<file path="src/rtl/request_arbiter.sv">
// request_arbiter: gives NREQ requesters one holding slot each and drains the
// occupied slots into a shared request FIFO in round-robin order. The FIFO's
// full/almost_full flags gate every issue, so the FIFO can never overflow.
// A small RUN/STALL machine adds hysteresis so that flapping flags do not
// cause start/stop chatter on the write port.
module request_arbiter #(
  parameter int NREQ   = 4,
  parameter int DATA_W = 12,
  parameter int IDW    = 2
) (
  input  logic                     clk,
  input  logic                     reset,
  input  logic [NREQ-1:0]          req_write,
  input  logic [NREQ*DATA_W-1:0]   req_data,
  output logic [NREQ-1:0]          req_ready,
  input  logic                     full,
  input  logic                     almost_full,
  output logic [DATA_W-1:0]        dataIn,
  output logic                     write,
  output logic [IDW-1:0]           write_src
);

  typedef enum logic [0:0] {
    ST_RUN   = 1'b0,
    ST_STALL = 1'b1
  } state_t;

  state_t                      state_r;
  state_t                      state_s;
  logic [1:0]                  clr_cnt_r;
  logic [1:0]                  clr_cnt_s;
  logic [2:0]                  af_cnt_r;
  logic [2:0]                  af_cnt_s;

  logic [NREQ-1:0]             slot_valid_r;
  logic [NREQ-1:0][DATA_W-1:0] slot_data_r;
  logic [IDW-1:0]              rr_r;

  logic                        issue_ok_s;
  logic                        pick_found_s;
  logic [IDW-1:0]              pick_idx_s;
  logic                        issue_s;

  // First occupied slot at or after 'start', wrapping; the MSB of the result
  // flags whether any slot was occupied at all.
  function automatic logic [IDW:0] rr_pick(input logic [NREQ-1:0] valid,
                                           input logic [IDW-1:0]  start);
    logic [IDW-1:0] idx;
    logic [IDW-1:0] sel;
    logic           found;
    found = 1'b0;
    sel   = {IDW{1'b0}};
    for (int k = 0; k < NREQ; k++) begin
      idx = start + IDW'(k);
      if (!found && valid[idx]) begin
        found = 1'b1;
        sel   = idx;
      end else begin
        found = found;
      end
    end
    return {found, sel};
  endfunction

  // A slot is free exactly when it holds nothing; this is a pure register view.
  assign req_ready = ~slot_valid_r;

  // State register plus the consecutive-cycle counters used for hysteresis.
  always_ff @(posedge clk or negedge reset) begin
    if (!reset) begin
      state_r   <= ST_RUN;
      clr_cnt_r <= 2'd0;
      af_cnt_r  <= 3'd0;
    end else begin
      state_r   <= state_s;
      clr_cnt_r <= clr_cnt_s;
      af_cnt_r  <= af_cnt_s;
    end
  end

  // Next state: stall on full; leave after 2 clear cycles or 4 almost-full cycles.
  always_comb begin
    state_s   = state_r;
    clr_cnt_s = 2'd0;
    af_cnt_s  = 3'd0;
    case (state_r)
      ST_RUN: begin
        if (full) begin
          state_s = ST_STALL;
        end else begin
          state_s = ST_RUN;
        end
      end
      ST_STALL: begin
        if (full) begin
          state_s = ST_STALL;
        end else if (!almost_full) begin
          if (clr_cnt_r == 2'd1) begin
            state_s = ST_RUN;
          end else begin
            clr_cnt_s = clr_cnt_r + 2'd1;
          end
        end else begin
          if (af_cnt_r == 3'd3) begin
            state_s = ST_RUN;
          end else begin
            af_cnt_s = af_cnt_r + 3'd1;
          end
        end
      end
      default: begin
        state_s = ST_RUN;
      end
    endcase
  end

  // Issue decision: a write in flight may take the last free entry, so wait.
  always_comb begin
    {pick_found_s, pick_idx_s} = rr_pick(slot_valid_r, rr_r);
    if ((state_r == ST_RUN) && !full && !(almost_full && write)) begin
      issue_ok_s = 1'b1;
    end else begin
      issue_ok_s = 1'b0;
    end
    if (issue_ok_s && pick_found_s) begin
      issue_s = 1'b1;
    end else begin
      issue_s = 1'b0;
    end
  end

  // Slot capture and release; capture only ever targets an empty slot.
  always_ff @(posedge clk or negedge reset) begin
    if (!reset) begin
      slot_valid_r <= {NREQ{1'b0}};
      slot_data_r  <= '0;
    end else begin
      for (int i = 0; i < NREQ; i++) begin
        if (issue_s && (pick_idx_s == IDW'(i))) begin
          slot_valid_r[i] <= 1'b0;
        end else if (req_write[i] && !slot_valid_r[i]) begin
          slot_valid_r[i] <= 1'b1;
          slot_data_r[i]  <= req_data[i*DATA_W +: DATA_W];
        end else begin
          slot_valid_r[i] <= slot_valid_r[i];
        end
      end
    end
  end

  // Registered FIFO write port and round-robin pointer update.
  always_ff @(posedge clk or negedge reset) begin
    if (!reset) begin
      dataIn    <= {DATA_W{1'b0}};
      write     <= 1'b0;
      write_src <= {IDW{1'b0}};
      rr_r      <= {IDW{1'b0}};
    end else if (issue_s) begin
      dataIn    <= slot_data_r[pick_idx_s];
      write     <= 1'b1;
      write_src <= pick_idx_s;
      rr_r      <= pick_idx_s + IDW'(1);
    end else begin
      write     <= 1'b0;
    end
  end

endmodule

</file>
<file path="config.mk">
export PLATFORM = sky130hd
export DESIGN_NAME = request_arbiter
export DESIGN_NICKNAME = d
export VERILOG_FILES = /design/src/rtl/request_arbiter.sv
export SDC_FILE = /design/constraint.sdc
export NUM_CORES = 1
export LEC_CHECK = 0
export CAP_MARGIN = 20
export CORE_ASPECT_RATIO = 0.5
export CORE_MARGIN = 3
export CORE_UTILIZATION = 28
export DETAILED_ROUTE_END_ITERATION = 10
export GPL_ROUTABILITY_DRIVEN = 0
export SETUP_SLACK_MARGIN = 0.3
export SYNTH_ARGS = -nofsm -noshare
export SYNTH_HDL_FRONTEND = slang
export SYNTH_SLANG_ARGS = --single-unit
</file>
<file path="constraint.sdc">
create_clock -name clk -period 2.1 [get_ports clk]
set_input_delay 0.315 -clock clk [delete_from_list [all_inputs] [get_ports clk]]
set_output_delay 0.315 -clock clk [all_outputs]
set_load 0.01 [all_outputs]
</file>
==> results of run 1 <==
-- path summary, 6_finish.rpt --
path | endpoint | slack (ns) | cells past startpoint
max in group asynchronous | slot_valid_r[1] | 1.03 | 3
worst min-delay path | af_cnt_r[0] | 0.44 | 1
worst max-delay path | dataIn[8] | 0.19 | 6
worst min register to register | af_cnt_r[0] | 0.44 | 1
worst max register to register | dataIn[8] | 0.19 | 6
min in group asynchronous | slot_data_r[31] | 0.47 | 2
-- placed cells by master, fill, tap and decap left out, types with 2 or more instances in the layout --
cell type,synthesis,routed
clkdlybuf4s50_1,0,71
dfrtp_1,75,70
mux2_2,48,48
nand2_1,27,24
nor2_1,17,17
buf_4,1,17
a21boi_0,12,11
a311oi_2,0,10
a21oi_1,9,9
a2111oi_2,0,9
clkbuf_16,0,9
nor2b_1,5,5
dfrtp_2,0,5
nor3b_1,4,4
inv_1,5,4
buf_12,0,4
a21o_1,4,3
nand2_2,0,3
bufinv_16,0,3
buf_6,4,3
inv_2,1,2
o21ai_0,2,2
a311oi_1,12,2
a2111oi_4,0,2
clkinvlp_4,0,2
-- final cells by class --
class	instances	area, um^2
Fill cell	1029	6380
Sequential cell	75	1880
Multi-Input combinational cell	166	1490
Timing Repair Buffer	99	998
Clock buffer	10	229
Tap cell	159	199
Clock inverter	6	114
Inverter	6	22.5
-- synthesized netlist by cell type (2+ instances only) --
cell	count	area, um^2
a21o_1	4	30.0
nor3b_1	4	30.0
buf_8	2	30.0
o21ai_0	2	10.0
inv_1	5	18.8
buf_6	4	45.0
a311oi_1	12	105
dfrtp_1	75	1880
clkbuf_8	4	55.1
a21boi_0	12	90.1
nor2_1	17	63.8
clkbuf_1	5	18.8
a2111oi_0	10	87.6
nor2b_1	5	31.3
nand2_1	27	101
a2111oi_1	2	20.0
a21oi_1	9	45.0
mux2_2	48	541
and2_1	2	12.5
-- kinds of logic (layout without fill, tap and decap cells) --
family	after synthesis	in the layout	synth area share
buffers and inverters	23	121	0.0550
AO/OA/AOI/OAI	55	55	0.130
AND/OR/NAND/NOR	60	60	0.0815
flip-flops	75	75	0.561
multiplexers	49	49	0.166
adder cells (fa/ha/maj)	1	1	0.00374
XOR/XNOR	1	1	0.00262
-- layer usage --
layer  up-vias  GRT usage
li1       1144          -
met1      1231      0.176
met2        33      0.203
met3         7     0.0419
met4         0     0.0354
met5         -          0
-- state kept, by name, summed over array words and instances (netlist names) --
register      flops
state_r           1
af_cnt_r          3
write             1
slot_valid_r      4
slot_data_r      48
write_src         2
clr_cnt_r         2
rr_r              2
dataIn           12
-- what timing repair did --
item	in CTS	in global routing
resized for setup	37	24
hold buffers	1	0
endpoints found under the hold margin	31	0
buffers inserted	2	5
pin swaps	7	9
gates cloned	2	0
setup endpoints to repair	14	15
-- critical path: cells and delay by family, from the launching register on --
| family | cells | cell delay, ns |
|---|---|---|
| DFF | 1 | 0.44 |
| muxes | 1 | 0.32 |
| buffers and inverters | 1 | 0.18 |
| AOI/OAI and AO/OA | 4 | 0.84 |
-- through the flow --
stage	hold slack [ns]	setup slack [ns]	TNS (ns)	total power (uW)	cell area, um^2
detailed placement	0.283	-0.0138	-0.0138	4200	4270
global placement	0.289	0.151	0	4200	4270
finish	0.442	0.190	0	6400	4930
floorplan	0.0194	0.330	0	3490	3350
CTS	0.448	0.240	0	6220	4770
global route	0.473	0.142	0	6760	4930
-- power by group through the flow --
| stage | Sequential, uW | Combinational (uW) | Clock (uW) |
|---|---|---|---|
| finish | 2490 | 2150 | 1760 |
| global route | 2570 | 2320 | 1870 |
| CTS | 2480 | 1950 | 1790 |
| detailed placement | 2470 | 1730 | 0 |
| global placement | 2480 | 1730 | 0 |
| floorplan | 2400 | 1100 | 0 |
==> results.toml, run 1 <==
[finish]
utilization = 0.436
drive_gt1_frac = 0.345
instances_no_fill = 521
nets = 414
antenna_cells = 0
syn_to_final_growth_pct = 47.4

[grt]
grt_pass1_vias = 2539
antenna_found_initial = 0
grtUsageTotal = 0.131
grt_pass1_wl_um = 13800
grt-ovfl-total = 0
grt_max_degree = 45

[die]
rows = 27
core_um2 = 11300
fp.dieW_um = 161
ios = 75
die_y_um = 83.3
initial_core_util = 0.296
die_area_um2 = 13400

[sta]
worst_pin_slew_ns = 0.567
hold_violations = 0
slew_viol_final = 0
finalCritPeriodShare = 0.910
fin_crit_ns = 1.91
fmax_ghz = 0.523
max_slew_margin = 0.619
setup_viol = 0
finClkSkew_ns = 0.00537
rsz0062_at_grt = "yes"

[detailed_routing]
firstDrtPassIters = 4
met3_length_um = 322
wl_met2_um = 4000
wl_um = 8410
wl_met1_um = 3990
drc_errors = 0
topRoutingLayerUsed = "met4"
via_per_inst = 4.64
drt_iter0_drc = 176
final_antenna_net_count = 0
wire_per_inst_um = 16.1
vias = 2415

[pwr]
p_int_uw = 4430
pwr-share-comb = 0.336
p_clk_frac = 0.275
switching_share = 0.307
powerDensity_nw_per_um2 = 1300
p_seq_frac = 0.389
p_leak_uw = 0.00199
p_sw_uw = 1970
ir_drop_uv = 434

[critical_path]
path_class = "reg2reg"
cp.arrival_ns = 2.11
worst_r2r_startpoint = "rr_r[1]"
crit_start = "rr_r[1]"
critPathMaxStageDelay_ns = 0.46
crit_chain = "mux2_4 -> a32oi_4 -> buf_4 -> a21boi_0 -> a2111oi_1 -> a311oi_2"
setup.worst_path.end_class = "flip-flop"
worst_ep_required_time_ns = 2.30
cpMaxStageDelayCell = "a2111oi_1"
startpoint_type = "flip-flop"
cp_max_fo = 7

[logic_synthesis]
syn_nets = 321
syn_inst = 264
avgSynthCellArea_um2 = 12.7
synth_enable_flop_cells = 0
syn_area_um2 = 3350
synth-main-ff-cell = "dfrtp_1"
yosysSeqAreaShare = 0.561
ys_ff_latch = 75
synth_cell_types = 34
synth_warnings = 0
synthArstFlopShare = 1.00

[placed_design]
port-buffer-count = 74
hpwl_um = 5950
dp_cells = 495

[clocking]
cts_sinks = 75
cts_buffers = 9
clk_pin_slew_ns = 0.06
clock_latency_ns = 0.33
ctsLongestPathBuffers = 2
htreeDepth = 3
cts_root_buf = "clkbuf_16"
cts_tree = "built"

[hold_path]
min_from = "af_cnt_r[0]"
hp-class = "reg2reg"

[run_status]
status = "finished, final reports clean"

[flow_run]
max_cap_violations = 0
Power figures use the tool's default switching activity.
==> inputs of run 2 (changes only) <==
GPL_TIMING_DRIVEN = 0   (was default)
==> results.toml, run 2 (same netlist as run 1, synthesis figures left out) <==
[hold_path]
hp-class = "in2async"

[grt]
grtUsageMet2 = 0.206
grt_pass1_vias = 2575
grt.busiest_layer = "met2"
grt-ovfl-total = 0
use_met3 = 0.0409
grt_max_degree = 61
antenna_found_initial = 0
gr-usage-met1 = 0.179
grtUsageTotal = 0.134
grt_pass1_wl_um = 14000

[pwr]
ir_drop_uv = 467
powerDensity_nw_per_um2 = 1300
p_leak_uw = 0.00216

[sta]
rsz0062_at_grt = "yes"
slew_viol_final = 0
timing.hold.ws_ns = 0.384
max_slew_margin = 0.624
fin_crit_ns = 1.92
worst_pin_slew_ns = 0.560
finClkSkew_ns = 0.00734
finalCritPeriodShare = 0.915
setup_viol = 0
hold_violations = 0
fmax_ghz = 0.520
finalSetupTns_ns = 0

[detailed_routing]
via_per_inst = 4.58
firstDrtPassIters = 4
final_antenna_net_count = 0
drt_iter0_drc = 107
vias = 2471
wl_um = 8950
drc_errors = 0
wire_per_inst_um = 16.6

[finish]
antenna_cells = 0
fillers = 994
layout_common_cells = "dfrtp_1, clkdlybuf4s50_1, mux2_2"
final_common_cell = "dfrtp_1"
syn_to_final_growth_pct = 58.2
utilization = 0.468
regArea_um2 = 1880
design_area_um2 = 5290
drive_gt1_frac = 0.387
regMostFlops = "slot_data_r"
multiInputGateArea_um2 = 1610
nets = 432
top_regs = "slot_data_r: 48 flops, dataIn: 12 flops, slot_valid_r: 4 flops"
largest_register_ffs = 48

[critical_path]
path_class = "reg2reg"
crit_chain = "buf_4 -> o41ai_4 -> inv_2 -> and2_0 -> buf_4 -> buf_12 -> a311oi_2"
crit_family = "compound AO/OA/AOI/OAI gates"
critPathMaxStageDelay_ns = 0.47
worst_ep_required_time_ns = 2.34
cpMostUsedCell = "buf_4"
cp_max_fo = 10
setup.worst_path.end_class = "flip-flop"
critPathBufInv = 4
cpMaxStageDelayCell = "o41ai_4"
startpoint_type = "flip-flop"
cp.arrival_ns = 2.16

[clocking]
cts_tree = "built"
cts_buffers = 9
clock_latency_ns = 0.34
ctsLongestPathBuffers = 2
clk_pin_slew_ns = 0.05
cts_sinks = 75
htreeDepth = 3
cts_root_buf = "clkbuf_16"

[die]
ios = 75
initial_core_util = 0.296
die_y_um = 83.3
die_area_um2 = 13400
rows = 27
core_um2 = 11300
fp.dieW_um = 161

[placed_design]
hpwl_um = 6060
placed_cell_area_um2 = 4310
port-buffer-count = 74

[flow_run]
max_cap_violations = 0

[run_status]
status = "finished, final reports clean"
==> run 2: stage by stage <==
stage	worst slack, ns	instances	power [uW]
after global placement	-2.01	497	4230
final	0.178	539	6870
after floorplan	0.330	264	3490
after global routing	0.107	539	7230
after detailed placement	-0.336	498	4280
after CTS	0.168	528	6490
==> run 2: path summary, 6_finish.rpt <==
check                             endpoint  slack, ns             from  depth (start not counted)
setup / recovery                dataIn[11]       0.18  slot_valid_r[2]                          7
hold reg to reg               clr_cnt_r[0]       0.44     clr_cnt_r[0]                          1
setup reg to reg                dataIn[11]       0.18  slot_valid_r[2]                          7
max in group asynchronous  slot_valid_r[0]       1.15            reset                          3
hold / removal             slot_data_r[34]       0.38            reset                          2
min in group clk              clr_cnt_r[0]       0.44     clr_cnt_r[0]                          1
==> run 2: power breakdown <==
part / switching (uW) / internal [uW]
sequential: 422 / 2070
clock: 581 / 1100
combinational: 1160 / 1530
total: 2170 / 4710
==> run 2: repair_timing <==
action                                 CTS  global route
endpoints found under the hold margin   15             0
setup buffers                           12            10
hold buffers                             1             0
gates cloned                             1             1
resized for setup                       51            35
setup endpoints to repair               28            42
pin swaps                               26            20
==> run 2: layout make-up <==
type,instances,area share
sequential,75,0.355
multi-input combinational,166,0.305
timing repair buffer,100,0.199
clock buffer,12,0.0485
tap,159,0.0376
buffer,17,0.0373
clock inverter,4,0.0137
inverter,6,0.00425
==> run 2: metal layers <==
| metal | wire (um) | part of all wire | vias up |
|---|---|---|---|
| met1 | 4180 | 0.47 | 1248 |
| met2 | 4310 | 0.48 | 35 |
| met4 | 134 | 0.015 | 0 |
| met3 | 321 | 0.036 | 12 |
| li1 | - | - | 1176 |
| met5 | 0 | 0 | - |
==> inputs of run 3 (changes only) <==
clock period = 1.94 ns   (was 2.1 ns; I/O delays follow)
==> results.toml, run 3 (same netlist as run 1, synthesis figures left out) <==
[run_status]
status = "finished, violations left"
violations = "setup timing"

[flow_run]
max_cap_violations = 0

[die]
fp.dieW_um = 161
initial_core_util = 0.296
rows = 27
die_y_um = 83.3
die_area_um2 = 13400
ios = 75
core_um2 = 11300

[critical_path]
cpMostUsedCell = "buf_12"
endpoint = "dataIn[9]"
crit_chain = "mux2_4 -> a32oi_4 -> and2_4 -> buf_12 -> buf_12 -> nand2_2 -> a311oi_2"
cpMaxStageDelayCell = "dfrtp_2"
startpoint_type = "flip-flop"
critPathMaxStageDelay_ns = 0.43
cp.arrival_ns = 2.23
crit_start = "rr_r[1]"
reg2reg_to = "dataIn[9]"
setup.worst_path.end_class = "flip-flop"
rrSetupSlack_ns = -0.06
path_class = "reg2reg"
worst_r2r_startpoint = "rr_r[1]"
worst-r2r-cell-count = 7
cp_max_fo = 8
worst_ep_required_time_ns = 2.18

[hold_path]
hp-class = "in2async"

[pwr]
powerDensity_nw_per_um2 = 1410
p_leak_uw = 0.00214
ir_drop_uv = 602
p_total_uw = 7480

[detailed_routing]
drc_errors = 0
via_per_inst = 4.61
firstDrtPassIters = 4
wl_um = 8920
drt_iter0_drc = 99
wire_per_inst_um = 16.5
vias = 2491
final_antenna_net_count = 0

[grt]
grt_pass1_wl_um = 13700
antenna_found_initial = 0
grt-ovfl-total = 0
grt_max_degree = 65
grt_pass1_vias = 2593
grtUsageTotal = 0.131

[placed_design]
dp_cells = 498
port-buffer-count = 74
pre_cts_ws_ns = -0.432
hpwl_um = 6030

[finish]
fillers = 990
top_regs = "slot_data_r: 48 flops, dataIn: 12 flops, slot_valid_r: 4 flops"
antenna_cells = 0
instances_no_fill = 540
layout_common_cells = "dfrtp_1, clkdlybuf4s50_1, mux2_2"
regArea_um2 = 1880
multiInputGateArea_um2 = 1610
regMostFlops = "slot_data_r"
largest_register_ffs = 48
final_common_cell = "dfrtp_1"
syn_to_final_growth_pct = 58.4
nets = 433
drive_gt1_frac = 0.402

[clocking]
cts_sinks = 75
clock_latency_ns = 0.34
ctsLongestPathBuffers = 2
htreeDepth = 3
cts_root_buf = "clkbuf_16"
clk_pin_slew_ns = 0.06
cts_tree = "built"
cts_buffers = 9

[sta]
worst_pin_slew_ns = 0.433
finalCritPeriodShare = 1.03
slew_viol_final = 0
max_slew_margin = 0.711
timing.hold.ws_ns = 0.353
fin_crit_ns = 2.00
setup_viol = 7
rsz0062_at_grt = "yes"
finClkSkew_ns = 0.00463
fin_ws_ns = -0.0577
fmax_ghz = 0.501
hold_violations = 0
==> run 3: cell count changes in the layout (fill, tap and decap cells not counted), sizes merged <==
cell and delta:
clkdlybuf4s15 +1, dlymetal6s2s -2, clkinvlp -1, bufinv +1, clkdlybuf4s50 -2, buf +2, clkbuf -1, dlygate4sd2 +3
==> run 3: timing repair <==
action                     4_1_cts  5_1_grt
hold buffers                     1        0
setup endpoints to repair       64       50
gates cloned                     3        1
resized for setup               46       43
hold endpoints to repair        11        0
pin swaps                       15       16
setup buffers                   12        9
==> run 3: area by class of cell <==
cell class              instances  area share
inverters                       6     0.00425
multi-input cells             166       0.304
plain buffers                  17      0.0394
clock inverters                 4      0.0179
clock buffers                  12      0.0503
flip-flops and latches         75       0.355
repair buffers                101       0.192
well taps                     159      0.0375
==> run 3: critical path: cells and delay by family (launching register included) <==
family	cells	cell delay, ns
AOI/OAI and AO/OA	2	0.58
DFF	1	0.43
muxes	1	0.32
and+or+nand+nor	2	0.29
buffers and inverters	2	0.28
==> run 3: per-layer routing <==
layer | vias to the layer above | global-route usage | part of all wire
li1 | 1188 | - | -
met1 | 1262 | 0.167 | 0.46
met2 | 31 | 0.217 | 0.50
met3 | 10 | 0.0374 | 0.028
met4 | 0 | 0.0378 | 0.012
met5 | - | 0 | 0
==> run 3: worst min path at each step <==
stage | slack, ns | endpoint | cells past startpoint | startpoint
after detailed placement | 0.15 | rr_r[0] | 1 | reset
after floorplan | -0.005 | af_cnt_r[0] | 0 | reset
after CTS | 0.34 | slot_valid_r[1] | 2 | reset
final | 0.35 | slot_valid_r[0] | 2 | reset
after global routing | 0.37 | slot_valid_r[1] | 2 | reset
after global placement | 0.43 | clr_cnt_r[0] | 1 | clr_cnt_r[0]
==> run 3: power by group <==
group	leakage, uW	internal (uW)	switching (uW)	total (uW)
Sequential	0.000892	2240	443	2690
Combinational	0.00107	1590	1210	2800
Clock	0.000179	1360	636	2000
==> run 3: per-stage QoR <==
| stage | cell area, um^2 | util | setup TNS, ns |
|---|---|---|---|
| finish | 5300 | 0.469 | -0.217 |
| global route | 5300 | 0.469 | -0.780 |
| CTS | 4990 | 0.441 | -0.0376 |
| detailed placement | 4360 | 0.385 | -10.07 |
| global placement | 4340 | 0.383 | -173.80 |
| floorplan | 3400 | - | 0 |
